File: config.mk
export PLATFORM = sky130hd
export DESIGN_NAME = insn_encoder
export DESIGN_NICKNAME = d
export VERILOG_FILES = /design/src/rtl/insn_encoder_pkg.sv /design/src/rtl/insn_encoder_fifo.sv /design/src/rtl/insn_encoder.sv
export SDC_FILE = /design/constraint.sdc
export NUM_CORES = 1
export LEC_CHECK = 0
export ABC_AREA = 1
export CORE_MARGIN = 2
export CORE_UTILIZATION = 40
export DETAILED_ROUTE_END_ITERATION = 6
export PLACE_DENSITY = 0.66
export SYNTH_ARGS = -nofsm -noshare
export SYNTH_HDL_FRONTEND = slang
export SYNTH_SLANG_ARGS = --single-unit
File: constraint.sdc
create_clock -name clk -period 3.2 [get_ports clk]
set_input_delay 0.64 -clock clk [delete_from_list [all_inputs] [get_ports clk]]
set_output_delay 0.64 -clock clk [all_outputs]
set_load 0.01 [all_outputs]
File: src/rtl/insn_encoder_pkg.sv
// Shared RISC-V definitions: major opcodes, instruction formats and the
// encoded-word buffer entry.
package insn_encoder_pkg;

  localparam logic [6:0] OP_OP     = 7'b0110011;
  localparam logic [6:0] OP_IMM    = 7'b0010011;
  localparam logic [6:0] OP_LOAD   = 7'b0000011;
  localparam logic [6:0] OP_JALR   = 7'b1100111;
  localparam logic [6:0] OP_STORE  = 7'b0100011;
  localparam logic [6:0] OP_BRANCH = 7'b1100011;
  localparam logic [6:0] OP_LUI    = 7'b0110111;
  localparam logic [6:0] OP_AUIPC  = 7'b0010111;
  localparam logic [6:0] OP_JAL    = 7'b1101111;

  typedef enum logic [2:0] {
    FMT_R,
    FMT_I,
    FMT_S,
    FMT_B,
    FMT_U,
    FMT_J,
    FMT_NONE
  } insn_fmt_e;

  typedef struct packed {
    logic [31:0] insn;
    logic        err;
  } insn_entry_t;

  function automatic insn_fmt_e fmt_of(input logic [6:0] op);
    case (op)
      OP_OP:                      return FMT_R;
      OP_IMM, OP_LOAD, OP_JALR:   return FMT_I;
      OP_STORE:                   return FMT_S;
      OP_BRANCH:                  return FMT_B;
      OP_LUI, OP_AUIPC:           return FMT_U;
      OP_JAL:                     return FMT_J;
      default:                    return FMT_NONE;
    endcase
  endfunction

endpackage

File: src/rtl/insn_encoder_fifo.sv
// Small valid/ready circular buffer; outputs read as zero whenever the head
// is empty or the block is held in reset.
module insn_fifo #(
  parameter int  DEPTH   = 2,
  parameter type entry_t = logic [31:0]
) (
  input  logic   clk,
  input  logic   reset,
  input  logic   in_valid,
  output logic   in_ready,
  input  entry_t in_data,
  output logic   out_valid,
  input  logic   out_ready,
  output entry_t out_data
);

  localparam int PW = (DEPTH > 1) ? $clog2(DEPTH) : 1;
  localparam int CW = $clog2(DEPTH + 1);

  entry_t          mem [DEPTH];
  logic [PW-1:0]   wr_ptr;
  logic [PW-1:0]   rd_ptr;
  logic [CW-1:0]   count;
  logic            push;
  logic            pop;

  // Readiness depends on the registered count only, so a full buffer never
  // accepts even when the head is leaving this cycle.
  assign in_ready  = !reset && (count < CW'(DEPTH));
  assign out_valid = !reset && (count != '0);
  assign out_data  = out_valid ? mem[rd_ptr] : '0;
  assign push      = in_valid && in_ready;
  assign pop       = out_valid && out_ready;

  always_ff @(posedge clk) begin
    if (reset) begin
      wr_ptr <= '0;
      rd_ptr <= '0;
      count  <= '0;
    end else begin
      if (push) wr_ptr <= (wr_ptr == PW'(DEPTH - 1)) ? '0 : wr_ptr + PW'(1);
      if (pop)  rd_ptr <= (rd_ptr == PW'(DEPTH - 1)) ? '0 : rd_ptr + PW'(1);
      case ({push, pop})
        2'b10:   count <= count + CW'(1);
        2'b01:   count <= count - CW'(1);
        default: count <= count;
      endcase
    end
  end

  always_ff @(posedge clk) begin
    if (push) mem[wr_ptr] <= in_data;
  end

endmodule

File: src/rtl/insn_encoder.sv
// RV32I instruction encoder: packs request fields into a 32-bit word, flags
// unrepresentable immediates, and buffers results through insn_fifo.
module insn_encoder
  import insn_encoder_pkg::*;
#(
  parameter int DEPTH = 2,
  parameter int CNT_W = 16
) (
  input  logic             clk,
  input  logic             reset,
  input  logic             req_valid_i,
  output logic             req_ready_o,
  input  logic [6:0]       opcode_i,
  input  logic [4:0]       rd_i,
  input  logic [4:0]       rs1_i,
  input  logic [4:0]       rs2_i,
  input  logic [2:0]       funct3_i,
  input  logic [6:0]       funct7_i,
  input  logic [31:0]      imm_i,
  output logic             insn_valid_o,
  input  logic             insn_ready_i,
  output logic [31:0]      insn_o,
  output logic             err_o,
  output logic [CNT_W-1:0] enc_cnt_o,
  output logic [CNT_W-1:0] err_cnt_o
);

  insn_fmt_e   fmt;
  logic [31:0] word;
  logic        bad;
  insn_entry_t enc_entry;
  insn_entry_t head;
  logic        push;

  always_comb begin
    fmt  = fmt_of(opcode_i);
    word = '0;
    bad  = 1'b0;
    case (fmt)
      FMT_R: word = {funct7_i, rs2_i, rs1_i, funct3_i, rd_i, opcode_i};
      FMT_I: begin
        word = {imm_i[11:0], rs1_i, funct3_i, rd_i, opcode_i};
        bad  = !((&imm_i[31:11]) || !(|imm_i[31:11]));
      end
      FMT_S: begin
        word = {imm_i[11:5], rs2_i, rs1_i, funct3_i, imm_i[4:0], opcode_i};
        bad  = !((&imm_i[31:11]) || !(|imm_i[31:11]));
      end
      FMT_B: begin
        word = {imm_i[12], imm_i[10:5], rs2_i, rs1_i, funct3_i,
                imm_i[4:1], imm_i[11], opcode_i};
        bad  = imm_i[0] || !((&imm_i[31:12]) || !(|imm_i[31:12]));
      end
      FMT_U: begin
        word = {imm_i[31:12], rd_i, opcode_i};
        bad  = |imm_i[11:0];
      end
      FMT_J: begin
        word = {imm_i[20], imm_i[10:1], imm_i[11], imm_i[19:12], rd_i, opcode_i};
        bad  = imm_i[0] || !((&imm_i[31:20]) || !(|imm_i[31:20]));
      end
      default: begin
        word = '0;
        bad  = 1'b1;
      end
    endcase
    enc_entry.insn = word;
    enc_entry.err  = bad;
  end

  insn_fifo #(
    .DEPTH   (DEPTH),
    .entry_t (insn_entry_t)
  ) u_fifo (
    .clk       (clk),
    .reset     (reset),
    .in_valid  (req_valid_i),
    .in_ready  (req_ready_o),
    .in_data   (enc_entry),
    .out_valid (insn_valid_o),
    .out_ready (insn_ready_i),
    .out_data  (head)
  );

  assign insn_o = head.insn;
  assign err_o  = head.err;
  assign push   = req_valid_i && req_ready_o;

  // Both counters stick at all-ones rather than wrapping.
  always_ff @(posedge clk) begin
    if (reset) begin
      enc_cnt_o <= '0;
      err_cnt_o <= '0;
    end else if (push) begin
      if (enc_cnt_o != '1)          enc_cnt_o <= enc_cnt_o + CNT_W'(1);
      if (bad && (err_cnt_o != '1)) err_cnt_o <= err_cnt_o + CNT_W'(1);
    end
  end

endmodule

==> reports/qor.csv <==
metric;value;unit
vias per cell;5.038;
non-filler cells in the finished layout;1031;
area grow syn2layout;34.74;%
final hold vios;0;
beginning of the worst hold path;enc_cnt_o[14];
Worst Clk Skew;11.86;ps
Seq cells post-synth;103;
IO Count;135;
actual slew at the worst max-slew pin;587.5;ps
port bufs;134;
DPL Wire Length;12.43;mm
H-tree levels;3;
Post-Syn Nets;758;
# setup viols final;0;
Rel. slew slack;0.6083;
Hold Buf Count CTS;0;
CP required;2560;ps
R2R cell count;8;
Die Span X;124.7;µm
layout cells sized above 1;0.1570;
total power;3.079;mW
routability cong.;0.8934;
DRC viols;0;
Clock Pin Slew Worst Setup and Hold Paths;80;ps
max_cap viols;0;
clk_lat worst skew;360;ps
final wirelength;16.35;mm
hold-critical path depth;1;
worst r2r src;err_cnt_o[5];
clock root cell;clkbuf_16;
GRT Util Overall;0.2153;
Chip Height;124.7;µm
global-route wire length before repair;26.88;mm
CTS tree;built;
iteration-0 DRC count of the detailed router;298;
Reg2Reg Setup Slack;1190;ps
Via Count;5194;
Worst Path Arrival;2240;ps
Final period util;0.9003;
yosys warns;0;
clock power share;0.374;
clock buffer depth;2;
Max Fclk;347.1;MHz
Setup TNS;0;ps
clk sinks;103;
average size of a mapped cell;8.499;µm²
Core ar.;0.01437;mm²
placed insts;1015;
Lkg Pwr;3.254;nW
worst hold path class;register to register;
Crit Path Class;primary input to primary output;
synth unique cells;42;
Post-CTS Setup Bufs;0;
die area;0.01556;mm²
fill count;1348;
status;completed;
NetSw;0.7841;mW
Setup WS pre-CTS;-0.6863;ps
starting density of the core;0.4058;
CP endpoint kind;primary output;
number of global-route vias before repair;5359;
P per Cell Area;391.9;mW/mm²
total gr overflow;0;
Sequential Power Share;0.473;
antenna violations before repair;0;
Seq/Total Area, Yosys;0.4670;
first drt pass iteration count;4;
commonest non-fill, non-tap cell in the layout;nand2_1;
Cell Area, Synth;0.005831;mm²
row count;44;
post-synthesis async set-or-reset flop share;0;
Crit Path Max Fanout;35;
number of synthesized flops with an enable pin;66;
synthesized instance count;686;
pin count of the biggest net entering global routing;36;
RR Endpoint;err_cnt_o[4];
sw frac;0.2547;
Slew Viols, Final;0;
Final min period;2881;ps
WL/cell;15.86;µm
hold endpoint;enc_cnt_o[14];
VDD IR max;0.2411;mV
RSZ-0062 raised after global routing;false;
Internal Pwr Total;2.295;mW
Resized cells post-CTS;0;
ANT cells;0;
final worst slack;319.1;ps
most frequent cells in the layout;nand2_1, clkdlybuf4s50_1, inv_1, edfxtp_1, nor2_1;
nature of the critical path startpoint;primary input;
ys flop type;edfxtp_1;
Gate power share;0.153;
post-route ant nets;0;
fin util;0.5468;
total CTS buffers;9;
Final Net Count;914;
[sequential cells by signal, indices dropped and copies added, names as in the netlist, named ones only]
signal / flops
enc_cnt_o: 16
err_cnt_o: 16
u_fifo.count: 2
u_fifo.mem: 66
u_fifo.rd_ptr: 1
u_fifo.wr_ptr: 1
[how the worst max path moves through the flow]
stage	start	to	slack, ps	cells past startpoint
final	reset	insn_o[7]	320	6
after global routing	opcode_i[0]	err_cnt_o[2]	90	19
after CTS	reset	insn_o[7]	280	6
after detailed placement	opcode_i[3]	err_cnt_o[1]	-0.7	20
after global placement	opcode_i[1]	err_cnt_o[6]	60	19
after floorplan	reset	u_fifo.mem[1][0]	160	4
[critical path, cell delays in order]
cell	delay, ps
clkdlybuf4s50_1	460
nor2_2	180
buf_12	220
nand2_1	80
inv_1	90
clkdlybuf4s50_1	550
[cell families (layout without fill, tap and decap cells)]
logic type,count (synthesis),in the layout,synth area share
simple gates,319,319,0.2517
buf+inv,135,296,0.09206
flops,103,103,0.4670
compound gates,73,73,0.08841
mux,33,33,0.06373
xor+xnor,19,19,0.02854
fa+ha+maj,4,4,0.008584
[metal layers]
layer | track usage | part of all wire | up-vias
li1 | - | - | 2578
met1 | 0.2810 | 0.45 | 2446
met2 | 0.3539 | 0.48 | 147
met3 | 0.04510 | 0.049 | 23
met4 | 0.07667 | 0.021 | 0
met5 | 0 | 0 | -
[metrics by stage]
stage,area (µm²),hold slack [ps]
after floorplan,5831,472.5
after global placement,7542,456.9
after detailed placement,7542,466.5
after CTS,7856,488.3
after global routing,7856,507.2
final,7856,485.7
[cell type report]
class / instances / area (µm²) / share of cell area
flip-flops and latches: 103 / 2723 / 0.3466
clock inverters: 6 / 63.81 / 0.008122
clock buffers: 10 / 250.2 / 0.03185
multi-input cells: 448 / 2579 / 0.3282
inverters: 117 / 439.2 / 0.05590
well taps: 184 / 230.2 / 0.02930
repair buffers: 163 / 1572 / 0.2000
[synth_stat cells, types with 3 or more instances]
master,count,share of area
xnor2_1,7,0.011
nor2_1,57,0.037
mux2_2,33,0.064
nor2_4,6,0.012
edfxtp_1,66,0.34
a32o_1,7,0.012
inv_1,113,0.073
nand2_2,17,0.018
nand3_2,3,0.0052
nor3_1,16,0.014
nand2_4,3,0.0058
inv_2,4,0.0026
xor2_1,12,0.018
nand2_1,146,0.094
a31oi_1,3,0.0032
nor2_2,4,0.0043
ha_1,4,0.0086
o21ai_0,13,0.011
dfxtp_1,37,0.13
clkbuf_1,11,0.0071
nor4_1,7,0.0075
a21oi_2,11,0.017
a21oi_1,20,0.017
o211ai_1,4,0.0052
a22o_1,4,0.0060
nand3_1,45,0.039
nand4_1,14,0.015
[power groups by stage]
| stage | Combinational, mW | Sequential (mW) | Clock (mW) |
|---|---|---|---|
| 2_1_floorplan | 0.220 | 1.49 | 0 |
| 3_3_place_gp | 0.473 | 1.48 | 0 |
| 3_5_place_dp | 0.475 | 1.49 | 0 |
| 4_1_cts | 0.478 | 1.46 | 1.18 |
| 5_1_grt | 0.514 | 1.46 | 1.22 |
| 6_report | 0.472 | 1.46 | 1.15 |
No activity file was read; power rests on OpenSTA's default activity.
